**config.mk**
```make
export PLATFORM = sky130hd
export DESIGN_NAME = regfile_2r1w_flat
export DESIGN_NICKNAME = d
export VERILOG_FILES = /design/src/rtl/regfile_pkg.sv /design/src/rtl/regfile_2r1w_if.sv /design/src/rtl/regfile_clear_ctrl.sv /design/src/rtl/regfile_2r1w.sv /design/src/flat_wrapper.sv
export SDC_FILE = /design/constraint.sdc
export NUM_CORES = 1
export LEC_CHECK = 0
export CAP_MARGIN = 15
export CORE_ASPECT_RATIO = 1.75
export CORE_MARGIN = 3
export CORE_UTILIZATION = 65
export DETAILED_ROUTE_END_ITERATION = 6
export DONT_BUFFER_PORTS = 1
export PLACE_DENSITY_LB_ADDON = 0.2
export SYNTH_ARGS = -nofsm -noshare
export SYNTH_HDL_FRONTEND = slang
export SYNTH_HIERARCHICAL = 1
export SYNTH_SLANG_ARGS = --single-unit
```
**constraint.sdc**
```tcl
create_clock -name clk -period 8.4 [get_ports clk]
set_input_delay 1.68 -clock clk [delete_from_list [all_inputs] [get_ports clk]]
set_output_delay 1.68 -clock clk [all_outputs]
set_load 0.01 [all_outputs]
```
**src/rtl/regfile_pkg.sv**
```systemverilog
`default_nettype none
// ============================================================================
// regfile_pkg : shared types and sizing helpers for the 2R1W register file
// Rev 1.0
// ============================================================================
package regfile_pkg;

  localparam int XLEN_DEF  = 32;
  localparam int NREGS_DEF = 32;

  typedef enum logic [0:0] {
    ST_CLEAR = 1'b0,
    ST_RUN   = 1'b1
  } rf_state_e;

  function automatic int addr_width(input int nregs);
    return (nregs > 1) ? $clog2(nregs) : 1;
  endfunction

endpackage
`default_nettype wire

```
**src/rtl/regfile_2r1w_if.sv**
```systemverilog
`default_nettype none
// ============================================================================
// regfile_2r1w_if : read/write port bundle between decode/writeback and regfile
// Rev 1.0
// ============================================================================
interface regfile_2r1w_if
  import regfile_pkg::*;
#(
  parameter int XLEN  = XLEN_DEF,
  parameter int NREGS = NREGS_DEF
);

  localparam int AW = addr_width(NREGS);

  logic [AW-1:0]   raddr_a;
  logic [AW-1:0]   raddr_b;
  logic            re;
  logic [AW-1:0]   waddr;
  logic [XLEN-1:0] wdata;
  logic            we;
  logic [XLEN-1:0] rdata_a;
  logic [XLEN-1:0] rdata_b;
  logic            ready;

  modport master (
    output raddr_a, raddr_b, re, waddr, wdata, we,
    input  rdata_a, rdata_b, ready
  );

  modport slave (
    input  raddr_a, raddr_b, re, waddr, wdata, we,
    output rdata_a, rdata_b, ready
  );

endinterface
`default_nettype wire

```
**src/rtl/regfile_clear_ctrl.sv**
```systemverilog
`default_nettype none
// ============================================================================
// regfile_clear_ctrl : post-reset sequencer that walks entries 1..NREGS-1
// Rev 1.0
// ============================================================================
module regfile_clear_ctrl
  import regfile_pkg::*;
#(
  parameter  int NREGS = NREGS_DEF,
  localparam int AW    = addr_width(NREGS)
) (
  input  wire logic          clk,
  input  wire logic          rst,
  output logic               ready,
  output logic               clear_we,
  output logic [AW-1:0]      clear_addr
);

  localparam logic [AW-1:0] C_PTR_INIT = AW'(1);
  localparam logic [AW-1:0] C_PTR_LAST = AW'(NREGS - 1);

  rf_state_e     state_q, state_d;
  logic [AW-1:0] ptr_q,   ptr_d;
  logic          ready_q, ready_d;

  // Pointer parks on the last entry once the sweep is done; it never wraps.
  always_comb begin
    state_d = state_q;
    ptr_d   = ptr_q;
    ready_d = ready_q;
    if (state_q == ST_CLEAR) begin
      if (ptr_q == C_PTR_LAST) begin
        state_d = ST_RUN;
        ready_d = 1'b1;
      end else begin
        ptr_d = ptr_q + AW'(1);
      end
    end
  end

  always_ff @(posedge clk) begin
    if (rst) begin
      state_q <= ST_CLEAR;
      ptr_q   <= C_PTR_INIT;
      ready_q <= 1'b0;
    end else begin
      state_q <= state_d;
      ptr_q   <= ptr_d;
      ready_q <= ready_d;
    end
  end

  assign ready      = ready_q;
  assign clear_we   = (state_q == ST_CLEAR);
  assign clear_addr = ptr_q;

endmodule
`default_nettype wire

```
**src/rtl/regfile_2r1w.sv**
```systemverilog
`default_nettype none
// ============================================================================
// regfile_2r1w : XLEN x NREGS integer register file, 2 registered reads, 1 write
// Rev 1.0
// ============================================================================
module regfile_2r1w
  import regfile_pkg::*;
#(
  parameter int XLEN   = XLEN_DEF,
  parameter int NREGS  = NREGS_DEF,
  parameter int BYPASS = 1
) (
  input  wire logic        clk,
  input  wire logic        rst,
  regfile_2r1w_if.slave    bus
);

  localparam int AW = addr_width(NREGS);

  logic            ready;
  logic            clear_we;
  logic [AW-1:0]   clear_addr;

  logic            wr_en;
  logic [AW-1:0]   wr_addr;
  logic [XLEN-1:0] wr_data;

  logic            byp_a;
  logic            byp_b;

  logic [XLEN-1:0] rdata_a_q, rdata_a_d;
  logic [XLEN-1:0] rdata_b_q, rdata_b_d;

  // x0 has no storage; valid indices are 1..NREGS-1.
  logic [XLEN-1:0] mem [1:NREGS-1];

  regfile_clear_ctrl #(
    .NREGS (NREGS)
  ) u_clear_ctrl (
    .clk        (clk),
    .rst        (rst),
    .ready      (ready),
    .clear_we   (clear_we),
    .clear_addr (clear_addr)
  );

  // clear_we is only high while ready is low, so the two writers never collide.
  assign wr_en   = !rst && (clear_we || (ready && bus.we && (bus.waddr != '0)));
  assign wr_addr = clear_we ? clear_addr : bus.waddr;
  assign wr_data = clear_we ? '0 : bus.wdata;

  always_ff @(posedge clk) begin
    if (wr_en) begin
      mem[wr_addr] <= wr_data;
    end
  end

  if (BYPASS != 0) begin : g_bypass
    assign byp_a = bus.we && (bus.waddr == bus.raddr_a);
    assign byp_b = bus.we && (bus.waddr == bus.raddr_b);
  end else begin : g_no_bypass
    assign byp_a = 1'b0;
    assign byp_b = 1'b0;
  end

  always_comb begin
    rdata_a_d = rdata_a_q;
    rdata_b_d = rdata_b_q;
    if (!ready) begin
      rdata_a_d = '0;
      rdata_b_d = '0;
    end else if (bus.re) begin
      if (bus.raddr_a == '0) begin
        rdata_a_d = '0;
      end else if (byp_a) begin
        rdata_a_d = bus.wdata;
      end else begin
        rdata_a_d = mem[bus.raddr_a];
      end
      if (bus.raddr_b == '0) begin
        rdata_b_d = '0;
      end else if (byp_b) begin
        rdata_b_d = bus.wdata;
      end else begin
        rdata_b_d = mem[bus.raddr_b];
      end
    end
  end

  always_ff @(posedge clk) begin
    if (rst) begin
      rdata_a_q <= '0;
      rdata_b_q <= '0;
    end else begin
      rdata_a_q <= rdata_a_d;
      rdata_b_q <= rdata_b_d;
    end
  end

  assign bus.rdata_a = rdata_a_q;
  assign bus.rdata_b = rdata_b_q;
  assign bus.ready   = ready;

endmodule
`default_nettype wire
```
**src/flat_wrapper.sv**
```systemverilog
// flat-port wrapper written by rule: the top's interface ports become plain ports
module regfile_2r1w_flat import regfile_pkg::*;
#(
  parameter int XLEN   = XLEN_DEF,
  parameter int NREGS  = NREGS_DEF,
  parameter int BYPASS = 1
)
  (clk, rst, bus_raddr_a, bus_raddr_b, bus_re, bus_waddr, bus_wdata, bus_we, bus_rdata_a, bus_rdata_b, bus_ready);
  regfile_2r1w_if #(.XLEN(XLEN), .NREGS(NREGS)) bus_i ();
  input  wire logic clk;
  input  wire logic rst;
  input wire logic [$bits(bus_i.raddr_a)-1:0] bus_raddr_a;
  input wire logic [$bits(bus_i.raddr_b)-1:0] bus_raddr_b;
  input wire logic [$bits(bus_i.re)-1:0] bus_re;
  input wire logic [$bits(bus_i.waddr)-1:0] bus_waddr;
  input wire logic [$bits(bus_i.wdata)-1:0] bus_wdata;
  input wire logic [$bits(bus_i.we)-1:0] bus_we;
  output wire logic [$bits(bus_i.rdata_a)-1:0] bus_rdata_a;
  output wire logic [$bits(bus_i.rdata_b)-1:0] bus_rdata_b;
  output wire logic [$bits(bus_i.ready)-1:0] bus_ready;
  assign bus_i.raddr_a = bus_raddr_a;
  assign bus_i.raddr_b = bus_raddr_b;
  assign bus_i.re = bus_re;
  assign bus_i.waddr = bus_waddr;
  assign bus_i.wdata = bus_wdata;
  assign bus_i.we = bus_we;
  assign bus_rdata_a = bus_i.rdata_a;
  assign bus_rdata_b = bus_i.rdata_b;
  assign bus_ready = bus_i.ready;
  regfile_2r1w #(.XLEN(XLEN), .NREGS(NREGS), .BYPASS(BYPASS)) u_core (.clk(clk), .rst(rst), .bus(bus_i));
endmodule
```
# Yosys cells after proc, flatten, opt, wreduce, memory -nomap -nowiden
# Memory sizes are Yosys's and may differ from the RTL's.
# Index checks and enable logic that the tools add are counted.
[op_classes]
n_addsub = 1
n_mul = 0
div_mod_pow = 0
n_lt_le_gt_ge = 0
n_eq_ne = 3
shift = 0
n_mux = 10
n_bitwise = 3
reduce_logical = 13
[op_table]
columns = ["operator", "n"]
rows = [
  ["two-way mux 32 bit", 5],
  ["equality test 5 bit", 2],
  ["logical NOT 5 bit", 2],
  ["adder 5 x 1 -> 5 bit, second input constant", 1],
  ["equality test 5 bit, second input constant", 1],
  ["logical AND 1 bit", 5],
  ["two-way mux 5 bit", 1],
  ["nonzero test 5 bit", 1],
  ["two-way mux 1 bit", 4],
  ["AND reduction 2 bit", 2],
  ["NOT 1 bit", 3],
  ["OR reduction 2 bit", 1],
  ["logical NOT 1 bit", 1],
  ["logical OR 1 bit", 1],
]
[word_totals]
ff_bits = 71
latchBits = 0
ram_bits = 992
romBits = 0
in_bits = 51
elab_cells = 36
n_memories = 1
[memory_table]
columns = ["memory", "depth", "width", "read_ports", "rd_clocked_by_memory_dff", "write_ports", "line_no", "text"]
rows = [
  ["u_core.mem", 31, 32, 2, 0, 1, "regfile_2r1w.sv:35", "logic [XLEN-1:0] mem [1:NREGS-1];"],
]

# Longest topological paths before layout
[logic_depth]
ltp_word = 6
mapped_depth = 10

# Modules after synthesis
# Netlist, hierarchy kept.
[by_module_without_submodules]
columns = ["module", "n_inst", "cells_each", "area_per_inst_um2", "seq_area_each_um2"]
rows = [
  ["regfile_2r1w", 1, 2647, 48816.8, 31069.8],
  ["regfile_clear_ctrl", 1, 30, 300.3, 140.1],
]

# Worst setup path before layout
# Ideal clock, no wire load.
[synth_timing]
kind = "input to register"
start = "in bus_waddr[4]"
end = "mem u_core/mem[10][0] in the netlist's numbering (enable)"
setup_ps = 421
arrival_ps = 3964
required_ps = 7979
path_slack_ps = 4014
cell_stages = 6
path_buffers = 1
cell_sequence = "clkbuf_1 > or4_1 > o211ai_1 > a21oi_1 > o21ai_1 > nor2_1"
[synth_between]
elab_chain_cells = 6
[synth_lines]
columns = ["element", "line_no", "text"]
rows = [
  ["start: declaration", "flat_wrapper.sv:15", "input wire logic [$bits(bus_i.waddr)-1:0] bus_waddr;"],
  ["nonzero test 5 bit", "regfile_2r1w.sv:48", "assign wr_en = !rst && (clear_we || (ready && bus.we && (bus.waddr != '0)));"],
  ["logical AND 1 bit", "regfile_2r1w.sv:48", ""],
  ["logical OR 1 bit", "regfile_2r1w.sv:48", ""],
  ["logical AND 1 bit", "regfile_2r1w.sv:48", ""],
  ["two-way mux 1 bit", "regfile_2r1w.sv:53", "if (wr_en) begin"],
  ["two-way mux 1 bit (not written as such)", "regfile_2r1w.sv:54", "mem[wr_addr] <= wr_data;"],
  ["end: declaration", "regfile_2r1w.sv:35", ""],
]
# Several ways; a longest one is shown, not always the timed one.

# Final worst setup path
[layout_timing]
start = "reg u_core.u_clear_ctrl.state_q"
end = "mem u_core/mem[25][31] in the netlist's numbering (enable)"
[layout_between]
elab_chain_cells = 5
[layout_lines]
columns = ["element", "line_no", "text"]
rows = [
  ["start: declaration", "regfile_clear_ctrl.sv:22", "rf_state_e state_q, state_d;"],
  ["start signal: assignment", "regfile_clear_ctrl.sv:47", "state_q <= state_d;"],
  ["NOT 1 bit (no source line)", "-", ""],
  ["net u_core.clear_we", "regfile_2r1w.sv:21", "logic clear_we;"],
  ["logical OR 1 bit", "regfile_2r1w.sv:48", ""],
  ["logical AND 1 bit", "regfile_2r1w.sv:48", ""],
  ["two-way mux 1 bit", "regfile_2r1w.sv:53", ""],
  ["two-way mux 1 bit (not written as such)", "regfile_2r1w.sv:54", ""],
]
# The timed path passes the listed nets, and every way through them passes these cells.

==> results.toml <==
[logic_synthesis]
avgSynthCellArea_um2 = 18.35
syn_nets = 2730
yosys_warnings = 6
synthFlopType = "edfxtp_1"
async_flop_share = 0
yosysSeqAreaShare = 0.6354
synth_area_um2 = 49120
yosysUniqueCellTypes = 56
synth_edf_count = 992
syn_inst = 2677
ys_ff_latch = 1063

[drt]
routed_wl_um = 146900
via_per_inst = 7.861
dr_wl_met3_um = 17830
dr.pass1.iters = 6
dr.max_layer_used = "met5"
drc = 0
wl_met1_um = 44920
dr_wl_met2_um = 71280
wl_per_cell_um = 39.50
via_count = 29229
drt_iter0_drc = 4738
ant_nets = 0

[timing]
slew_headroom = 0.1883
finalClockSkew_ns = 0.02485
period_minus_slack_ns = 4.189
finalCritPeriodShare = 0.4987
rsz0062_at_grt = "no"
clock.fmax_ghz = 0.2387
drv_slew = 0
finalHoldViolations = 0
setup_tns_ns = 0
setup_violations = 0
worst_pin_slew_ns = 1.218

[clock_network]
cts_buffers = 93
clk_latency_ns = 0.70
cts.sinks = 1063
htreeDepth = 3
cts_tree = "done"
clkTransAtPathRegs_ns = 0.06
hold_buffers = 0
cts_buffer_depth = 3
cts_setup_buffers = 0
clockRootBuffer = "clkbuf_16"
cts.repair.resized = 0

[die]
dieArea_um2 = 79030
initial_utilization = 0.6594
coreArea_um2 = 74490
std_cell_rows = 132
die_w_um = 213.8
die_h_um = 369.6
ioPinCount = 116

[grt]
antenna_found_initial = 7
grt_pass1_wl_um = 210300
track_usage = 0.3800
grt_max_degree = 271
grt_overflow = 0
grt_pass1_vias = 30268

[hold_path]
hold_end = "u_core/u_clear_ctrl/clear_addr[4]"
hp-start = "u_core/u_clear_ctrl/clear_addr[4]"
hold_depth = 2
hp-class = "register to register"

[cells_and_area]
area_growth_pct = 8.251
final_area_um2 = 53170
finalNetCount = 2685
fin_util = 0.7138
mostFrequentLayoutCells = "992 x edfxtp_1, 443 x mux4_2, 127 x nor2b_1"
instances_no_fill = 3718
layout_commonest_cell = "edfxtp_1"
drive_above_1_share = 0.2785

[setup_path]
cp_data_required_time_ns = 8.73
rr_worst_depth = 7
rrSetupSlack_ns = 4.21
arrival_ns = 4.52
slowest_delay_ns = 0.77
slowest_stage = "nor2_4"
criticalPathCategory = "register to register"
r2r-start = "u_core/u_clear_ctrl/state_q"
start_kind = "register"
path_cells = "inv_2, buf_4, inv_1, a21oi_1, nand2_1, nor2_4, buf_4"
endpoint_kind = "register"
critPathMostFrequentCell = "buf_4"
crit_fanout = 46
rr_endpoint = "u_core/mem[25][31]"

[outcome]
status = "finished, final reports clean"

[power]
power_density_nw_per_um2 = 204.2
power_mw = 10.86
power_leakage_nw = 16.64
vdd_ir_drop_max_mv = 0.1834

[job]
cap_violations = 0

[place]
hpwl_um = 84040
placedInstanceArea_um2 = 49900
dp_cells = 3539
io_buffers = 0
gpl.final_weighted_congestion = 0.9607
cell families (layout without fill, tap and decap cells):
kind of cell	after synthesis	in the layout	share of synthesized area
DFF	1063	1063	0.6354
muxes	577	577	0.2344
AOI/OAI and AO/OA	431	431	0.05974
and+or+nand+nor	372	372	0.04081
buffers and inverters	220	254	0.02703
xor gates and xnor gates	12	12	0.002140
adders and majority gates	2	2	0.0005094
other	0	2	0
sequential cells by signal, summed over array words and instances, names as in the netlist:
| signal | count |
|---|---|
| u_core/u_clear_ctrl/state_q | 1 |
| u_core/u_clear_ctrl/ready | 1 |
| u_core/bus.rdata_a | 32 |
| u_core/u_clear_ctrl/clear_addr | 5 |
| u_core/mem | 992 |
| u_core/bus.rdata_b | 32 |
stage by stage:
step                setup WS (ns)  hold WS [ns]
floorplan                   4.014        0.5033
global placement            3.941        0.5535
detailed placement          3.942        0.5868
CTS                         4.361        0.5955
global route                4.175        0.6089
finish                      4.211        0.5852
Yosys cell counts (9+ instances only):
library cell,count,share of area
o21ai_0,17,0.0017
buf_4,36,0.0055
clkbuf_1,93,0.0071
dfxtp_1,71,0.029
o32ai_1,21,0.0037
nor2b_1,135,0.017
a22oi_1,28,0.0043
buf_2,47,0.0048
a211o_1,16,0.0029
nor2_1,110,0.0084
a21oi_1,84,0.0086
mux2i_1,91,0.019
mux2_2,33,0.0076
nand2_1,39,0.0030
xnor2_1,12,0.0021
o22ai_1,110,0.014
edfxtp_1,992,0.61
mux4_1,9,0.0048
or4_1,21,0.0032
nand2b_1,17,0.0022
or3_1,21,0.0027
a211oi_1,108,0.017
o2bb2ai_1,9,0.0016
buf_6,26,0.0060
mux4_2,443,0.20
worst max-delay path by stage:
stage	startpoint	end	slack, ns	depth (start not counted)
floorplan	bus_waddr[4]	u_core/mem[10][0]	4.01	6
global placement	bus_waddr[1]	u_core/mem[25][9]	3.94	6
detailed placement	bus_waddr[1]	u_core/mem[25][1]	3.94	6
CTS	u_core/u_clear_ctrl/state_q	u_core/mem[25][2]	4.36	7
global route	u_core/u_clear_ctrl/state_q	u_core/mem[29][30]	4.18	7
finish	u_core/u_clear_ctrl/state_q	u_core/mem[25][31]	4.21	7
routing by layer:
layer,vias up,track usage
li1,11262,-
met1,14962,0.4623
met2,2376,0.6005
met3,625,0.09526
met4,4,0.2627
met5,-,0
area by class of cell:
class                           count  area, µm²
Clock buffer                       99       2350
Multi-Input combinational cell   1394      16870
Fill cell                        4369      21320
Inverter                            4      15.01
Tap cell                         1005       1257
Antenna cell                        2      5.005
Clock inverter                     75      872.1
Timing Repair Buffer               76      589.3
Sequential cell                  1063      31210
critical path: cells and delay by family (launching register included):
family,cells,cell delay [ns]
AOI/OAI and AO/OA,1,0.43
and+or+nand+nor,2,1.36
DFF,1,0.37
buffers and inverters,4,1.61
report_power, final:
| part | leakage [nW] | total (mW) | internal (mW) | switching (mW) |
|---|---|---|---|---|
| Clock | 1.55 | 4.54 | 2.54 | 2.00 |
| Sequential | 9.78 | 5.76 | 5.74 | 0.0216 |
| Combinational | 5.31 | 0.550 | 0.290 | 0.260 |
| Total | 16.6 | 10.9 | 8.58 | 2.28 |
Note: power is estimated with default switching activity, not from simulation.
